===== config.mk =====
export PLATFORM = sky130hd
export DESIGN_NAME = sdram_host_port_flat
export DESIGN_NICKNAME = d
export VERILOG_FILES = /design/src/rtl/sdram_host_port_if.sv /design/src/rtl/sdram_host_port.sv /design/src/flat_wrapper.sv
export SDC_FILE = /design/constraint.sdc
export NUM_CORES = 1
export LEC_CHECK = 0
export ABC_CLOCK_PERIOD_IN_PS = 9500
export BUFFER_PORTS_ARGS = -buffer_cell sky130_fd_sc_hd__buf_2
export CORE_AREA = 2 2 165 167
export CTS_CLUSTER_SIZE = 10
export DETAILED_ROUTE_END_ITERATION = 7
export DIE_AREA = 0 0 167 169
export GPL_TIMING_DRIVEN = 0
export PLACE_DENSITY_LB_ADDON = 0.12
export SYNTH_ARGS = -nofsm -noshare
export SYNTH_HDL_FRONTEND = slang
export SYNTH_SLANG_ARGS = --single-unit

===== constraint.sdc =====
create_clock -name clk -period 9.5 [get_ports clk]
set_input_delay 0.475 -clock clk [delete_from_list [all_inputs] [get_ports clk]]
set_output_delay 0.475 -clock clk [all_outputs]
set_load 0.1 [all_outputs]

===== src/rtl/sdram_host_port_if.sv =====
// Host-side request/response bundle for sdram_host_port.
// The host drives requests as master; the port answers as slave.
interface sdram_host_port_if #(
    parameter int HADDR_WIDTH = 24
);
    logic                   req_valid;
    logic                   req_ready;
    logic                   req_we;
    logic [HADDR_WIDTH-1:0] req_addr;
    logic [15:0]            req_wdata;
    logic                   rsp_valid;
    logic [15:0]            rsp_rdata;

    modport master (
        output req_valid, req_we, req_addr, req_wdata,
        input  req_ready, rsp_valid, rsp_rdata
    );

    modport slave (
        input  req_valid, req_we, req_addr, req_wdata,
        output req_ready, rsp_valid, rsp_rdata
    );
endinterface


===== src/rtl/sdram_host_port.sv =====
// Host front end for sdram_controller: request FIFO, one-at-a-time issue FSM
// that holds each request until the controller goes busy, read response, watchdog.
module sdram_host_port #(
    parameter int HADDR_WIDTH = 24,
    parameter int FIFO_DEPTH  = 4,
    parameter int TIMEOUT     = 1023
) (
    input  logic                          clk,
    input  logic                          rst_n,
    sdram_host_port_if.slave              host,
    output logic [HADDR_WIDTH-1:0]        wr_addr_o,
    output logic [15:0]                   wr_data_o,
    output logic                          wr_enable_o,
    output logic [HADDR_WIDTH-1:0]        rd_addr_o,
    output logic                          rd_enable_o,
    input  logic [15:0]                   rd_data_i,
    input  logic                          rd_ready_i,
    input  logic                          busy_i,
    output logic [$clog2(FIFO_DEPTH):0]   fifo_level_o,
    output logic                          idle_o,
    output logic                          timeout_err_o
);
    localparam int PTR_W = $clog2(FIFO_DEPTH);
    localparam int LVL_W = PTR_W + 1;
    localparam int WD_W  = ($clog2(TIMEOUT + 1) > 10) ? $clog2(TIMEOUT + 1) : 10;

    typedef enum logic [2:0] {S_IDLE, S_ISSUE, S_WAIT_RD, S_WAIT_WR, S_DRAIN} state_t;

    logic                   fifo_we_q    [FIFO_DEPTH];
    logic [HADDR_WIDTH-1:0] fifo_addr_q  [FIFO_DEPTH];
    logic [15:0]            fifo_wdata_q [FIFO_DEPTH];

    logic [PTR_W-1:0]       wr_ptr_q, wr_ptr_d, rd_ptr_q, rd_ptr_d;
    logic [LVL_W-1:0]       level_q, level_d;
    state_t                 state_q, state_d;
    logic                   cur_we_q, cur_we_d;
    logic [HADDR_WIDTH-1:0] cur_addr_q, cur_addr_d;
    logic [15:0]            cur_wdata_q, cur_wdata_d;
    logic                   wr_en_q, wr_en_d, rd_en_q, rd_en_d;
    logic                   rsp_valid_q, rsp_valid_d;
    logic [15:0]            rsp_rdata_q, rsp_rdata_d;
    logic                   tmo_q, tmo_d;
    logic [WD_W-1:0]        wdog_q, wdog_d;
    logic                   push, pop, timeout_hit;

    assign host.req_ready = (level_q != LVL_W'(FIFO_DEPTH));
    assign push           = host.req_valid && host.req_ready;
    assign pop            = (state_q == S_IDLE) && (level_q != '0);
    assign timeout_hit    = (state_q != S_IDLE) && (wdog_q >= WD_W'(TIMEOUT - 1));

    always_comb begin
        wr_ptr_d = wr_ptr_q;
        rd_ptr_d = rd_ptr_q;
        level_d  = level_q;
        if (push) wr_ptr_d = wr_ptr_q + PTR_W'(1);
        if (pop)  rd_ptr_d = rd_ptr_q + PTR_W'(1);
        case ({push, pop})
            2'b10:   level_d = level_q + LVL_W'(1);
            2'b01:   level_d = level_q - LVL_W'(1);
            default: level_d = level_q;
        endcase
    end

    always_comb begin
        state_d     = state_q;
        cur_we_d    = cur_we_q;
        cur_addr_d  = cur_addr_q;
        cur_wdata_d = cur_wdata_q;
        wr_en_d     = wr_en_q;
        rd_en_d     = rd_en_q;
        rsp_valid_d = 1'b0;
        rsp_rdata_d = rsp_rdata_q;
        tmo_d       = tmo_q;
        wdog_d      = wdog_q + WD_W'(1);
        case (state_q)
            S_IDLE: begin
                if (pop) begin
                    cur_we_d    = fifo_we_q[rd_ptr_q];
                    cur_addr_d  = fifo_addr_q[rd_ptr_q];
                    cur_wdata_d = fifo_wdata_q[rd_ptr_q];
                    wr_en_d     = fifo_we_q[rd_ptr_q];
                    rd_en_d     = !fifo_we_q[rd_ptr_q];
                    state_d     = S_ISSUE;
                end
            end
            // busy stays low through a refresh, so the request is simply held
            S_ISSUE: begin
                if (busy_i) begin
                    wr_en_d = 1'b0;
                    rd_en_d = 1'b0;
                    state_d = cur_we_q ? S_WAIT_WR : S_WAIT_RD;
                end
            end
            S_WAIT_RD: begin
                if (rd_ready_i) begin
                    rsp_valid_d = 1'b1;
                    rsp_rdata_d = rd_data_i;
                    state_d     = S_DRAIN;
                end
            end
            S_WAIT_WR, S_DRAIN: begin
                if (!busy_i) state_d = S_IDLE;
            end
            default: state_d = S_IDLE;
        endcase
        // Watchdog abort wins over any completion seen in the same cycle
        if (timeout_hit) begin
            tmo_d       = 1'b1;
            state_d     = S_IDLE;
            wr_en_d     = 1'b0;
            rd_en_d     = 1'b0;
            rsp_valid_d = 1'b0;
            rsp_rdata_d = rsp_rdata_q;
        end
        if (state_d == S_IDLE || state_q == S_IDLE) wdog_d = '0;
    end

    always_ff @(posedge clk or negedge rst_n) begin
        if (!rst_n) begin
            state_q     <= S_IDLE;
            wr_ptr_q    <= '0;
            rd_ptr_q    <= '0;
            level_q     <= '0;
            wr_en_q     <= 1'b0;
            rd_en_q     <= 1'b0;
            rsp_valid_q <= 1'b0;
            rsp_rdata_q <= '0;
            tmo_q       <= 1'b0;
            wdog_q      <= '0;
        end else begin
            state_q     <= state_d;
            wr_ptr_q    <= wr_ptr_d;
            rd_ptr_q    <= rd_ptr_d;
            level_q     <= level_d;
            wr_en_q     <= wr_en_d;
            rd_en_q     <= rd_en_d;
            rsp_valid_q <= rsp_valid_d;
            rsp_rdata_q <= rsp_rdata_d;
            tmo_q       <= tmo_d;
            wdog_q      <= wdog_d;
        end
    end

    // Payload storage carries no reset; validity is tracked by level/state
    always_ff @(posedge clk) begin
        if (push) begin
            fifo_we_q[wr_ptr_q]    <= host.req_we;
            fifo_addr_q[wr_ptr_q]  <= host.req_addr;
            fifo_wdata_q[wr_ptr_q] <= host.req_wdata;
        end
        cur_we_q    <= cur_we_d;
        cur_addr_q  <= cur_addr_d;
        cur_wdata_q <= cur_wdata_d;
    end

    assign wr_addr_o      = cur_addr_q;
    assign rd_addr_o      = cur_addr_q;
    assign wr_data_o      = cur_wdata_q;
    assign wr_enable_o    = wr_en_q;
    assign rd_enable_o    = rd_en_q;
    assign host.rsp_valid = rsp_valid_q;
    assign host.rsp_rdata = rsp_rdata_q;
    assign fifo_level_o   = level_q;
    assign idle_o         = (level_q == '0) && (state_q == S_IDLE);
    assign timeout_err_o  = tmo_q;
endmodule

===== src/flat_wrapper.sv =====
// flat-port wrapper written by rule: the top's interface ports become plain ports
module sdram_host_port_flat 
#(
    parameter int HADDR_WIDTH = 24,
    parameter int FIFO_DEPTH  = 4,
    parameter int TIMEOUT     = 1023
)
  (clk, rst_n, wr_addr_o, wr_data_o, wr_enable_o, rd_addr_o, rd_enable_o, rd_data_i, rd_ready_i, busy_i, fifo_level_o, idle_o, timeout_err_o, host_req_valid, host_req_we, host_req_addr, host_req_wdata, host_req_ready, host_rsp_valid, host_rsp_rdata);
  sdram_host_port_if #(.HADDR_WIDTH(HADDR_WIDTH)) host_i ();
  input  logic clk;
  input  logic rst_n;
  output logic [HADDR_WIDTH-1:0] wr_addr_o;
  output logic [15:0] wr_data_o;
  output logic wr_enable_o;
  output logic [HADDR_WIDTH-1:0] rd_addr_o;
  output logic rd_enable_o;
  input  logic [15:0] rd_data_i;
  input  logic rd_ready_i;
  input  logic busy_i;
  output logic [$clog2(FIFO_DEPTH):0] fifo_level_o;
  output logic idle_o;
  output logic timeout_err_o;
  input wire logic [$bits(host_i.req_valid)-1:0] host_req_valid;
  input wire logic [$bits(host_i.req_we)-1:0] host_req_we;
  input wire logic [$bits(host_i.req_addr)-1:0] host_req_addr;
  input wire logic [$bits(host_i.req_wdata)-1:0] host_req_wdata;
  output wire logic [$bits(host_i.req_ready)-1:0] host_req_ready;
  output wire logic [$bits(host_i.rsp_valid)-1:0] host_rsp_valid;
  output wire logic [$bits(host_i.rsp_rdata)-1:0] host_rsp_rdata;
  assign host_i.req_valid = host_req_valid;
  assign host_i.req_we = host_req_we;
  assign host_i.req_addr = host_req_addr;
  assign host_i.req_wdata = host_req_wdata;
  assign host_req_ready = host_i.req_ready;
  assign host_rsp_valid = host_i.rsp_valid;
  assign host_rsp_rdata = host_i.rsp_rdata;
  sdram_host_port #(.HADDR_WIDTH(HADDR_WIDTH), .FIFO_DEPTH(FIFO_DEPTH), .TIMEOUT(TIMEOUT)) u_core (.clk(clk), .rst_n(rst_n), .host(host_i), .wr_addr_o(wr_addr_o), .wr_data_o(wr_data_o), .wr_enable_o(wr_enable_o), .rd_addr_o(rd_addr_o), .rd_enable_o(rd_enable_o), .rd_data_i(rd_data_i), .rd_ready_i(rd_ready_i), .busy_i(busy_i), .fifo_level_o(fifo_level_o), .idle_o(idle_o), .timeout_err_o(timeout_err_o));
endmodule

Yosys cells after proc, flatten, opt, wreduce, memory -nomap -nowiden
Memories as Yosys holds them, arrays and structs flattened. A register that Yosys moved wholly into a read port is not among the register bits.
Index checks and enable logic that the tools add are counted.
W data, S select, Z words.
- add/subtract/negate cells: 5
- order comparisons: 1
- equality and inequality tests: 9
- multiplexer cells: 21
- bitwise gates (word level): 1
- reduce and logical (&&, ||, !) cells: 17
- operators with widths (operator ; count):
    $mux W3 ; 5
    $pmux W3 S4 ; 1
    $mux W1 ; 11
    $add A10 B1 Y10 const B ; 1
    $ge A10 B10 Y1 const B ; 1
    $mux W10 ; 1
    $logic_not A3 Y1 ; 3
    $reduce_bool A3 Y1 ; 3
    $eq A3 B2 Y1 const B ; 2
    $pmux W3 S2 ; 1
    $reduce_and A3 Y1 ; 2
    $add A2 B1 Y2 const B ; 2
    $logic_and A1 B1 Y1 ; 4
    $pmux W1 S2 ; 2
    $add A3 B1 Y3 const B ; 1
    $eq A3 B1 Y1 const B ; 1
    $eq A3 B3 Y1 const B ; 1
    $ne A3 B1 Y1 const B ; 1
    $ne A3 B2 Y1 const B ; 1
    $ne A3 B3 Y1 const B ; 1
    $sub A3 B1 Y3 const B ; 1
    $eq A2 B1 Y1 const B ; 1
    $eq A2 B2 Y1 const B ; 1
    $reduce_and A2 Y1 ; 1
    5 further kinds ; 5
- flip-flop bits (word level): 41
- bits in writable memories: 164
- bits of input ports: 62
- output and inout port bits: 89
- word-level logic and storage cells: 68
- memories: 3
- memory list (name ; depth ; width ; read ports ; clocked after memory_dff ; write ports ; line ; text):
    u_core.fifo_addr_q ; 4 ; 24 ; 1 ; 1 ; 1 ; sdram_host_port.sv:30 ; logic [HADDR_WIDTH-1:0] fifo_addr_q [FIFO_DEPTH];
    u_core.fifo_wdata_q ; 4 ; 16 ; 1 ; 1 ; 1 ; sdram_host_port.sv:31 ; logic [15:0] fifo_wdata_q [FIFO_DEPTH];
    u_core.fifo_we_q ; 4 ; 1 ; 1 ; 0 ; 1 ; sdram_host_port.sv:29 ; logic fifo_we_q [FIFO_DEPTH];

Logic depth before layout (Yosys ltp)
Gate-level depths: netlist (run 1).
- word-level depth: 8
- depth in mapped cells: 10
- gate-level depth less buffers: 10

Worst setup path before layout (run 1)
Ideal clock, no wire load.
- path kind: flip-flop to flip-flop
- start point: register u_core.level_q[0] (netlist: u_core.fifo_level_o[0])
- end point: register u_core.wr_en_q (netlist: u_core.wr_enable_o)
- setup time: 0.076 ns
- arrival: 4.374 ns
- data required time: 9.424 ns
- slack: 5.050 ns
- stages on the path, launching flop included: 4
- cells stage by stage: dfrtp_1 -> nor4_1 -> o21bai_1 -> a22o_1
- longest elaborated chain between the ends: 4
- RTL lines (item ; line ; text):
    from (decl) ; sdram_host_port.sv:34 ; logic [LVL_W-1:0] level_q, level_d;
    from (signal assigned) ; sdram_host_port.sv:134 ; level_q <= level_d;
    $reduce_bool A3 Y1 ; sdram_host_port.sv:48 ; assign pop = (state_q == S_IDLE) && (level_q != '0);
    $logic_and A1 B1 Y1 ; sdram_host_port.sv:48 ;
    $ne A3 B1 Y1 (no source line) ; - ;
    $reduce_and A3 Y1 (no source line) ; - ;
    to (signal assigned) ; sdram_host_port.sv:135 ; wr_en_q <= wr_en_d;
    to (decl) ; sdram_host_port.sv:39 ; logic wr_en_q, wr_en_d, rd_en_q, rd_en_d;
Every way passes these cells.
A chain may end at the register's enable or synchronous reset.

Final worst setup path (run 1)
- start point: register u_core.state_q[1]
- end point: output idle_o
- longest elaborated chain between the ends: 2
- RTL lines (item ; line ; text):
    from (decl) ; sdram_host_port.sv:35 ; state_t state_q, state_d;
    from (signal assigned) ; sdram_host_port.sv:131 ; state_q <= state_d;
    $logic_not A3 Y1 ; sdram_host_port.sv:164 ; assign idle_o = (level_q == '0) && (state_q == S_IDLE);
    $logic_and A1 B1 Y1 ; sdram_host_port.sv:164 ;
    to (decl) ; flat_wrapper.sv:21 ; output logic idle_o;
Every way passes these cells.

==> results of run 1 <==
==> sequential cells by signal, indices dropped and copies added (netlist names), 2 cells and up <==
register               flops
u_core.wr_data_o          16
u_core.rd_ptr_q            2
u_core.wdog_q             10
u_core.fifo_we_q           4
u_core.host.rsp_rdata     16
u_core.fifo_addr_q        96
u_core.rd_addr_o          24
u_core.state_q             3
u_core.fifo_level_o        3
u_core.wr_ptr_q            2
u_core.fifo_wdata_q       64
==> logic make-up (layout without fill, tap and decap cells) <==
logic type      Yosys count  count (layout)  synth area share, %
compound gates           13              13                 1.06
xor+xnor                 15              15                 1.43
fa+ha+maj                 8               8                 1.17
buf+inv                  47             256                 3.20
flops                   245             245                 78.0
mux                      59              59                 12.6
other cells               0               2                    0
simple gates             43              43                 2.58
==> cell usage in the layout, fill, tap and decap left out, types with 2 or more instances in the layout <==
master,count
edfxtp_1,205
diode_2,2
dfrtp_1,40
nor3_1,2
buf_12,5
buf_2,153
nand4_1,3
and3_1,2
and3_2,4
a21oi_1,2
clkbuf_1,28
mux2_2,9
mux4_2,41
mux2_4,8
buf_4,24
clkbuf_16,29
inv_1,9
xnor2_1,5
xor2_1,10
nand3_1,5
clkbuf_8,4
nand2_1,2
buf_16,2
nor2_1,14
ha_1,7
==> how the worst max path moves through the flow <==
stage | from | to | slack [ns] | cells past startpoint
4_1_cts | u_core.state_q[1]$_DFF_PN0_ | idle_o | 6.61 | 4
3_5_place_dp | u_core.state_q[1]$_DFF_PN0_ | u_core.fifo_level_o[2]$_DFFE_PN0P_ | 6.66 | 9
5_1_grt | u_core.state_q[1]$_DFF_PN0_ | u_core.fifo_level_o[2]$_DFFE_PN0P_ | 6.46 | 9
2_1_floorplan | u_core.fifo_level_o[0]$_DFFE_PN0P_ | u_core.wr_enable_o$_DFFE_PN0P_ | 5.05 | 3
3_3_place_gp | u_core.state_q[1]$_DFF_PN0_ | u_core.fifo_level_o[2]$_DFFE_PN0P_ | 3.22 | 9
6_report | u_core.state_q[1]$_DFF_PN0_ | idle_o | 6.63 | 4
==> per-layer routing <==
layer | vias to the layer above | GRT usage, %
met5 | - | 0
met4 | 2 | 3.37
met3 | 31 | 3.95
met2 | 132 | 21.8
met1 | 2282 | 15.6
li1 | 2059 | -
==> through the flow <==
stage | area, µm² | util (%)
after global routing | 11400 | 42.9
after detailed placement | 10500 | 39.6
after global placement | 10400 | 39.1
after CTS | 11400 | 42.9
after floorplan | 9180 | -
final | 11400 | 42.9
==> worst max-delay path: stages, from the launching register on <==
cell and delay (ns):
dfrtp_1 0.35, clkbuf_1 0.18, or3_1 0.51, nor4_1 0.32
buf_2 0.51
==> layout make-up <==
type | count | area, µm²
Timing Repair Buffer | 156 | 886
Antenna cell | 2 | 5.00
Tap cell | 341 | 427
Multi-Input combinational cell | 138 | 1740
Buffer | 38 | 260
Inverter | 9 | 33.8
Clock buffer | 53 | 856
Sequential cell | 245 | 7160
Fill cell | 2364 | 15100
==> results.md, run 1 <==
- Met1 WL: 7410 µm
- Post-synth EDFFs: 205
- Max Buffers Root-to-Sink: 3
- WL met2: 8790 µm
- # DRC: 0
- Final Hold Viols: 0
- Slew Limit Fails: 0
- Clock sink total: 245
- Total grt overflow: 0
- Reg-to-reg endpoint: u_core.fifo_level_o[2]$_DFFE_PN0P_
- Post-route ant nets: 0
- Drt total wl: 17,900 µm
- First-pass GRT wire length: 27,500 µm
- Initial DRC Count: 218
- Synth async-reset ratio: 16.3%
- Initial core utilization: 34.6%
- CTS H-Tree Depth: 1
- Ranking of synthesized cells by area: edfxtp_1, dfrtp_1, mux4_2
- Reg2reg start: u_core.state_q[1]$_DFF_PN0_
- F_max: 349 MHz
- # IOs: 151
- Critical Path RT: 9.03 ns
- Most numerous cell in the Yosys netlist: edfxtp_1
- Root Buffer: clkbuf_16
- Chip width: 167 µm
- HPWL Detailed: 11,000 µm
- Crit path kind: flip-flop to primary output
- Relative slew slack: 37.7%
- RePlAce Congestion: 0.666
- Vias: 4,506
- CTS tree: built
- Share of the synthesized area in the top cell type: 67.1%
- Syn. warnings: 0
- Max Cap Viol: 0
- Hold WC Path Type: input pin to async pin
- Met3 WL: 1350 µm
- Netlist Area Pre-Place: 9180 µm²
- Vias in the first global route: 4,860
- Area of the core: 26,500 µm²
- R2R Setup Slk: 6.72 ns
- Synth top cells by count: edfxtp_1, mux4_2, dfrtp_1, buf_4, nor2_1
- Post-route clock period utilization: 30.2%
- Setup TNS: 0 ns
- Clock transition at path regs: 0.06 ns
- Setup Skew: 0.00953 ns
- Final setup vio count: 0
- Vias/cell: 4.59
- Sequential-to-total area share from yosys stat: 78.0%
- Worst EP arrival: 2.39 ns
- Worst Tran Pin Value: 0.934 ns
- CTS resizes: 0
- DP Worst Slack: 6.66 ns
- Avg Inst Size Synth: 21.3 µm²
- Total Routing Usage GR: 12.7%
- Top_reg_cell synth: edfxtp_1
- Flops & latches, synth: 245
- Synth unique cells: 45
- Post-CTS setup buffers: 0
- Total Die Area: 28,200 µm²
- Placed insts: 927
- Synth area leader: edfxtp_1
- Die Height: 169 µm
- Clock Latency Late Sink: 0.52 ns
- Initial antenna violation count: 2
- Post-route setup slack: 6.63 ns
- IO Port Bufs: 150
- # rows: 60
- TritonCTS buffer count: 29
- CP Max Fanout: 9
- Worst R2R Path Depth: 9
- Post-CTS Hold Buffers: 0
- Worst setup SP type: flip-flop
- Syn Nets: 500
- CP endpoint kind: primary output
- Largest net degree at the start of global routing: 41
- RSZ-0062 raised after global routing: false
- Layout Nets: 687
- Uppermost layer routed: met5
- Syn-to-layout area delta: 23.8%
- Synth Instances: 430
- Fin crit period: 2.87 ns
- Layout cells sized above 1: 44.9%
- First-pass iteration count of the detailed router: 4
- Worst hold margin: 0.0981 ns
- Status: complete, no violations
- Post-Layout Cell Count: 982
- Routed WL per cell: 18.2 µm
Power of run 1 is not shown: default switching activity piles up to over one toggle a cycle in this logic, so the estimate is an artifact.
==> inputs of run 2 (changes only) <==
- ABC_CLOCK_PERIOD_IN_PS: 9500 -> 2700
- clock period: 9.5 -> 2.7 ns (I/O delays scaled with it)
==> run 2 against run 1 <==
- flip-flop and latch count did not move
- core utilization is 1.9 points higher
- register-to-register slack got worse by 6.5 ns
- critical path depth up 6
- wire length up 2.1%
- global-route usage up 0.21 points
- critical path type is now flip-flop to flip-flop
- highest routed layer is now met4
==> results.md, run 2 (synthesis results as in run 1) <==
- Status: complete, no violations (unchanged)
- Reg2reg start: u_core.state_q[0]$_DFF_PN0_ (was u_core.state_q[1]$_DFF_PN0_)
- First-pass GRT wire length: 28,100 µm (was 27,500 µm)
- Fin crit period: 2.51 ns
- Initial DRC Count: 195 (was 218)
- CTS resizes: 0 (unchanged)
- Layout cells sized above 1: 42.1% (was 44.9%)
- Most common cell after layout, fill and taps aside: edfxtp_1 (unchanged)
- First-pass iteration count of the detailed router: 4 (unchanged)
- IO Port Bufs: 150 (unchanged)
- Slew Limit Fails: 0 (unchanged)
- Syn-to-layout area delta: 29.3% (was 23.8%)
- CTS tree: built (unchanged)
- Worst setup SP type: flip-flop (unchanged)
- Clock Latency Late Sink: 0.54 ns (was 0.52 ns)
- RSZ-0062 raised after global routing: false (unchanged)
- RePlAce Congestion: 0.717 (was 0.666)
- Die Height: 169 µm (unchanged)
- HPWL Detailed: 10,500 µm (was 11,000 µm)
- Area taken by multi-input logic gates: 1790 µm² (was 1740 µm²)
- # DRC: 0 (unchanged)
- Biggest register: u_core.fifo_addr_q (unchanged)
- Relative slew slack: 16.5% (was 37.7%)
- Setup Skew: 0.00884 ns (was 0.00953 ns)
- Area of the core: 26,500 µm² (unchanged)
- Commonest non-fill, non-tap cells in the layout: edfxtp_1, buf_2, dlygate4sd3_1 (was edfxtp_1, buf_2, mux4_2)
- Vias in the first global route: 5,115 (was 4,860)
- Worst Tran Pin Value: 1.25 ns (was 0.934 ns)
- F_max: 399 MHz
- Worst hold margin: 0.282 ns (was 0.0981 ns)
- Critical Path RT: 3.16 ns (was 9.03 ns)
- Vias/cell: 4.58 (was 4.59)
- CP max stage cell: or3_4 (was or3_1)
- Worst-path cell chain: clkbuf_1, or3_4, nor2_4, buf_12, ha_4, inv_1, fa_1, xor2_1, nor2_1, xor2_1 (was clkbuf_1, or3_1, nor4_1, buf_2)
- Final Hold Viols: 0 (unchanged)
- # rows: 60 (unchanged)
- Drt total wl: 18,300 µm (was 17,900 µm)
- Routed WL per cell: 17.8 µm (was 18.2 µm)
- Total grt overflow: 0 (unchanged)
- Clock transition at path regs: 0.06 ns (about the same)
- Critical Path Max Stage Delay: 0.42 ns (was 0.51 ns)
- Most frequent CP cell: xor2_1
- Clock sink total: 245 (unchanged)
- Layout Nets: 744 (was 687)
- Final setup vio count: 0 (unchanged)
- Max Buffers Root-to-Sink: 3 (unchanged)
- Vias: 4,708 (was 4,506)
- Total Routing Usage GR: 12.9% (was 12.7%)
- Crit. Startpoint: u_core.state_q[0]$_DFF_PN0_ (was u_core.state_q[1]$_DFF_PN0_)
- Post-CTS setup buffers: 0 (unchanged)
- Setup TNS: 0 ns (unchanged)
- Max Cap Viol: 0 (unchanged)
- CP Max Fanout: 21 (was 9)
- Crit path kind: flip-flop to flip-flop (was flip-flop to primary output)
- Initial antenna violation count: 1 (was 2)
- CTS H-Tree Depth: 1 (unchanged)
- # IOs: 151 (unchanged)
- Hold WC Path Type: input pin to async pin (unchanged)
- TritonCTS buffer count: 29 (unchanged)
- Filler cell count: 2,320 (was 2,364)
- Chip width: 167 µm (unchanged)
- Largest net degree at the start of global routing: 42 (was 41)
- Root Buffer: clkbuf_16 (unchanged)
- Initial core utilization: 34.6% (unchanged)
- Total Die Area: 28,200 µm² (unchanged)
- Post-route ant nets: 0 (unchanged)
- Post-route clock period utilization: 92.9%
- Worst EP arrival: 2.97 ns (was 2.39 ns)
- CP endpoint kind: flip-flop (was primary output)
- Max reg flops: 96 (unchanged)
- Sequential Area: 7160 µm² (about the same)
## run 2: what timing repair did
| item | in CTS | in global routing |
|---|---|---|
| endpoints found under the hold margin | 223 | 0 |
| hold buffers | 61 | 0 |
| setup endpoints to repair | 0 | 1 |
## run 2: worst max-delay path, delay by kind of cell (launching register included)
family                     cells  cell delay [ns]
buffers and inverters          3             0.46
xor gates and xnor gates       2             0.29
adders and majority gates      2             0.53
and+or+nand+nor                3             0.76
DFF                            1             0.36
## run 2: area by class of cell
class / count / share of cell area (%)
clock inverter: 5 / 0.306
buffer: 38 / 2.20
antenna: 1 / 0.0211
tap: 341 / 3.59
sequential: 245 / 60.3
multi-input combinational: 138 / 15.0
inverter: 9 / 0.285
timing repair buffer: 213 / 11.8
clock buffer: 38 / 6.40
## run 2: metal layers
metal	routed length (µm)	part of all wire, %	global-route usage (%)	vias to the layer above
met4	371	2.0	3.56	0
li1	-	-	-	2164
met3	1050	5.7	3.30	25
met5	0	0	0	-
met1	7600	42	15.7	2396
met2	9230	51	22.8	123
## run 2: worst paths after layout
check                                                       endpoint  slack, ns  depth (start not counted)
worst min-delay path            u_core.host.rsp_rdata[3]$_DFFE_PN0P_       0.28                          2
worst max-delay path              u_core.fifo_level_o[2]$_DFFE_PN0P_       0.19                         10
max in group asynchronous         u_core.fifo_level_o[2]$_DFFE_PN0P_       1.71                          2
worst min register to register      u_core.timeout_err_o$_DFFE_PN0P_       0.46                          1
min in group clk                u_core.fifo_wdata_q[2][11]$_DFFE_PP_       0.34                          2
worst max register to register    u_core.fifo_level_o[2]$_DFFE_PN0P_       0.19                         10
## run 2: per-stage QoR
step / area (µm²) / setup WS (ns) / util [%] / instances
5_1_grt: 11900 / 0.00815 / 44.8 / 1028
3_3_place_gp: 10400 / -0.779 / 39.3 / 921
6_report: 11900 / 0.191 / 44.8 / 1028
3_5_place_dp: 10500 / 0.151 / 39.5 / 923
4_1_cts: 11900 / 0.134 / 44.8 / 1027
2_1_floorplan: 9240 / -0.0631 / - / 430
Power of run 2 is left out for the same reason.
==> inputs of run 3 (changes only) <==
- ABC_AREA: default -> 1
- CORE_AREA: 2 2 165 167 -> 2 2 167 169
- DIE_AREA: 0 0 167 169 -> 0 0 169 171
- TNS_END_PERCENT: default -> 50
==> run 3 against run 2 <==
- critical path depth up 1
- wire length up 17%
- die area up 2.4%
- first-iteration DRC count up 42%
- setup slack better by 0.12 ns
- sequential share of layout area down 1.3 points
- fmax up 4.8%
- global-route usage up 1.8 points
- final cell count up 26%
- non-clock buffer count up 16
- synthesized area up 1.9%
- hold slack worse by 0.15 ns
==> results.md, run 3 <==
- Top_reg_cell synth: edfxtp_1 (unchanged)
- DP Worst Slack: -0.507 ns (was 0.151 ns)
- First-pass iteration count of the detailed router: 4 (unchanged)
- Vias: 5,941 (was 4,708)
- Commonest non-fill, non-tap cells in the layout: edfxtp_1, buf_2, nor2_1 (was edfxtp_1, buf_2, dlygate4sd3_1)
- CP Depth: 11 (was 10)
- Final Hold Viols: 0 (unchanged)
- Clock sink total: 245 (unchanged)
- F_max: 418 MHz (was 399 MHz)
- Most frequent CP cell: inv_1 (was xor2_1)
- Most common cell after layout, fill and taps aside: edfxtp_1 (unchanged)
- Vias in the first global route: 5,837 (was 5,115)
- Adder-Cell Fraction of Synth Area: 1.15% (was 1.17%)
- Crit path kind: flip-flop to flip-flop (unchanged)
- Setup Skew: 0.0140 ns (was 0.00884 ns)
- Synth area leader: edfxtp_1 (unchanged)
- # rows: 61 (was 60)
- CP endpoint: u_core.fifo_level_o[2]$_DFFE_PN0P_ (unchanged)
- Routed WL per cell: 16.5 µm (was 17.8 µm)
- Vias/cell: 4.58 (about the same)
- Initial antenna violation count: 1 (unchanged)
- Slew Limit Fails: 0 (unchanged)
- Avg Inst Size Synth: 13.7 µm² (was 21.3 µm²)
- CP delay by family, top: adder cells (was simple AND/OR/NAND/NOR gates)
- Largest family of logic cells by synthesized area: simple AND/OR/NAND/NOR gates (was multiplexers)
- Drt total wl: 21,400 µm (was 18,300 µm)
- Compound-gate portion of the synthesized area: 7.85% (was 1.06%)
- Finished layout cell area: 12,100 µm² (was 11,900 µm²)
- Netlist Area Pre-Place: 9360 µm² (was 9180 µm²)
- CTS tree: built (unchanged)
- Chip width: 169 µm (was 167 µm)
- Synth unique cells: 28 (was 45)
- CP Max Fanout: 11 (was 21)
- Filler cell count: 2,531 (was 2,320)
- XOR/XNOR Fraction of Synth Area: 1.12% (was 1.43%)
- Critical Path RT: 3.12 ns (was 3.16 ns)
- Crit. Startpoint: u_core.state_q[2]$_DFF_PN0_ (was u_core.state_q[0]$_DFF_PN0_)
- Root Buffer: clkbuf_16 (unchanged)
- Clock Latency Late Sink: 0.55 ns (was 0.54 ns)
- CP endpoint kind: flip-flop (unchanged)
- Post-route setup slack: 0.306 ns (was 0.191 ns)
- # IOs: 151 (unchanged)
- Worst Tran Pin Value: 0.939 ns (was 1.25 ns)
- Reg2reg start: u_core.state_q[2]$_DFF_PN0_ (was u_core.state_q[0]$_DFF_PN0_)
- Layout cells sized above 1: 25.6% (was 42.1%)
- CTS H-Tree Depth: 1 (unchanged)
- Total Die Area: 28,900 µm² (was 28,200 µm²)
- Biggest register: u_core.fifo_addr_q (unchanged)
- R2R Setup Slk: 0.31 ns (was 0.19 ns)
- Die Height: 171 µm (was 169 µm)
- Final setup vio count: 0 (unchanged)
- Most numerous cell in the Yosys netlist: edfxtp_1 (unchanged)
- Worst R2R Path Depth: 11 (was 10)
- WP buf/inv: 3 (unchanged)
- Sequential-to-total area share from yosys stat: 76.5% (was 78.0%)
- Final core utilization: 44.5% (was 44.8%)
- Post-CTS setup buffers: 0 (unchanged)
- TritonCTS buffer count: 28 (was 29)
- Worst-path cell chain: inv_1, nand2_1, nor2_1, nand2_4, clkinvlp_4, ha_4, inv_1, fa_1, a21oi_1, o21ai_0, xor2_1 (was clkbuf_1, or3_4, nor2_4, buf_12, ha_4, inv_1, fa_1, xor2_1, nor2_1, xor2_1)
- Worst EP arrival: 2.81 ns (was 2.97 ns)
- First-pass GRT wire length: 32,300 µm (was 28,100 µm)
- Status: complete, no violations (unchanged)
- CP max stage cell: dfrtp_1 (was or3_4)
- Post-Layout Cell Count: 1,298 (was 1,028)
- Critical Path Max Stage Delay: 0.40 ns (was 0.42 ns)
- Max Cap Viol: 0 (unchanged)
- Initial core utilization: 34.2% (was 34.6%)
- RePlAce Congestion: 0.710 (was 0.717)
- Layout Nets: 999 (was 744)
- HPWL Detailed: 12,300 µm (was 10,500 µm)
- Total grt overflow: 0 (unchanged)
- Reg-to-reg endpoint: u_core.fifo_level_o[2]$_DFFE_PN0P_ (unchanged)
- IO Port Bufs: 150 (unchanged)
- Cell Area, Placed: 10,700 µm² (was 10,500 µm²)
- Ranking of synthesized cells by area: edfxtp_1, dfrtp_1, o21ai_0 (was edfxtp_1, dfrtp_1, mux4_2)
- Hold Path Stages: 4
- Relative slew slack: 37.4% (was 16.5%)
- Fin crit period: 2.39 ns (was 2.51 ns)
- Max Buffers Root-to-Sink: 3 (unchanged)
- Synth async-reset ratio: 16.3% (unchanged)
- Share of the synthesized area in the top cell type: 65.8% (was 67.1%)
- Max reg flops: 96 (unchanged)
- Largest net degree at the start of global routing: 41 (was 42)
- Synth top cells by count: edfxtp_1, nor2_1, o21ai_0, nand2_1, o22ai_1 (was edfxtp_1, mux4_2, dfrtp_1, buf_4, nor2_1)
- Synth Instances: 682 (was 430)
- Total Routing Usage GR: 14.7% (was 12.9%)
- Worst setup SP type: flip-flop (unchanged)
- Flops & latches, synth: 245 (unchanged)
- Syn-to-layout area delta: 29.8% (was 29.3%)
- Syn Nets: 752 (was 500)
- RSZ-0062 raised after global routing: false (unchanged)
- Post-route ant nets: 0 (unchanged)
- Syn. warnings: 0 (unchanged)
- Placed insts: 1,182 (was 923)
- # DRC: 0 (unchanged)
- Hold WC Path Type: input pin to flip-flop (was input pin to async pin)
- Mux cell area share after synthesis: 0% (was 12.6%)
- Post-route clock period utilization: 88.7% (was 92.9%)
- Area of the core: 27,300 µm² (was 26,500 µm²)
- Post-synth EDFFs: 205 (unchanged)
- Initial DRC Count: 276 (was 195)
- Simple-gate share of the synthesized area: 9.00% (was 2.58%)
- Clock transition at path regs: 0.06 ns (about the same)
==> run 3: cell types whose count changed in the layout (fill, tap and decap cells not counted), sizes merged, moves of 4 or more <==
cell    previous run  this run
clkbuf            46        71
nand3              5        11
and3               6         0
buf              182       186
nand2              2        70
inv               10        27
nor2              15       110
mux4              41         0
mux2              17         0
o21ai              1        89
o22ai              1        42
==> run 3: final cells by class <==
cell class,count,area (µm²),area share (%)
diodes,1,2.50,0.0206
clock buffers,51,787,6.48
inverters,28,111,0.917
flip-flops and latches,245,7170,59.0
clock inverters,1,30.0,0.247
repair inverters,2,12.5,0.103
plain buffers,52,304,2.50
well taps,346,433,3.56
multi-input cells,357,1860,15.3
repair buffers,215,1440,11.9
==> run 3: cell families after synthesis <==
kind of cell / after synthesis
AO/OA/AOI/OAI: 136
AND/OR/NAND/NOR: 201
XOR/XNOR: 12
flip-flops: 245
adder cells (fa/ha/maj): 8
buffers and inverters: 80
==> run 3: repair_timing <==
action                     in CTS  in global routing
pin swaps                       1                  0
hold endpoints to repair      223                  0
setup endpoints to repair       3                  2
hold buffers                   61                  0
gates cloned                    1                  1
gates resized for setup         3                  0
==> run 3: worst min path at each step <==
| stage | start | to |
|---|---|---|
| CTS | host_req_valid | u_core.wr_ptr_q[0]$_DFFE_PN0P_ |
| detailed placement | rst_n | u_core.host.rsp_rdata[15]$_DFFE_PN0P_ |
| global placement | rd_data_i[8] | u_core.host.rsp_rdata[8]$_DFFE_PN0P_ |
| global route | host_req_valid | u_core.wr_ptr_q[0]$_DFFE_PN0P_ |
| finish | host_req_valid | u_core.wr_ptr_q[1]$_DFFE_PN0P_ |
| floorplan | rst_n | u_core.host.rsp_rdata[0]$_DFFE_PN0P_ |
==> run 3: routing by layer <==
layer | wire (µm) | share of wire (%) | vias up | GRT usage, %
li1 | - | - | 2918 | -
met1 | 9800 | 46 | 2832 | 19.7
met2 | 10100 | 47 | 155 | 24.4
met3 | 988 | 4.6 | 36 | 2.57
met4 | 453 | 2.1 | 0 | 4.53
met5 | 0 | 0 | - | 0
==> run 3: metrics by stage <==
stage	hold slack [ns]	setup TNS, ns
floorplan	-0.161	0
global placement	0.329	-0.988
detailed placement	0.335	-1.01
CTS	0.111	0
global route	0.140	0
finish	0.130	0
==> run 3: worst register-to-register path, cell delays in order, from the launching register on <==
cell and delay [ns]:
dfrtp_1 0.40, inv_1 0.13, nand2_1 0.06, nor2_1 0.17
nand2_4 0.15, clkinvlp_4 0.33, ha_4 0.18, inv_1 0.06
fa_1 0.38, a21oi_1 0.14, o21ai_0 0.11, xor2_1 0.16
Power of run 3 is left out for the same reason.
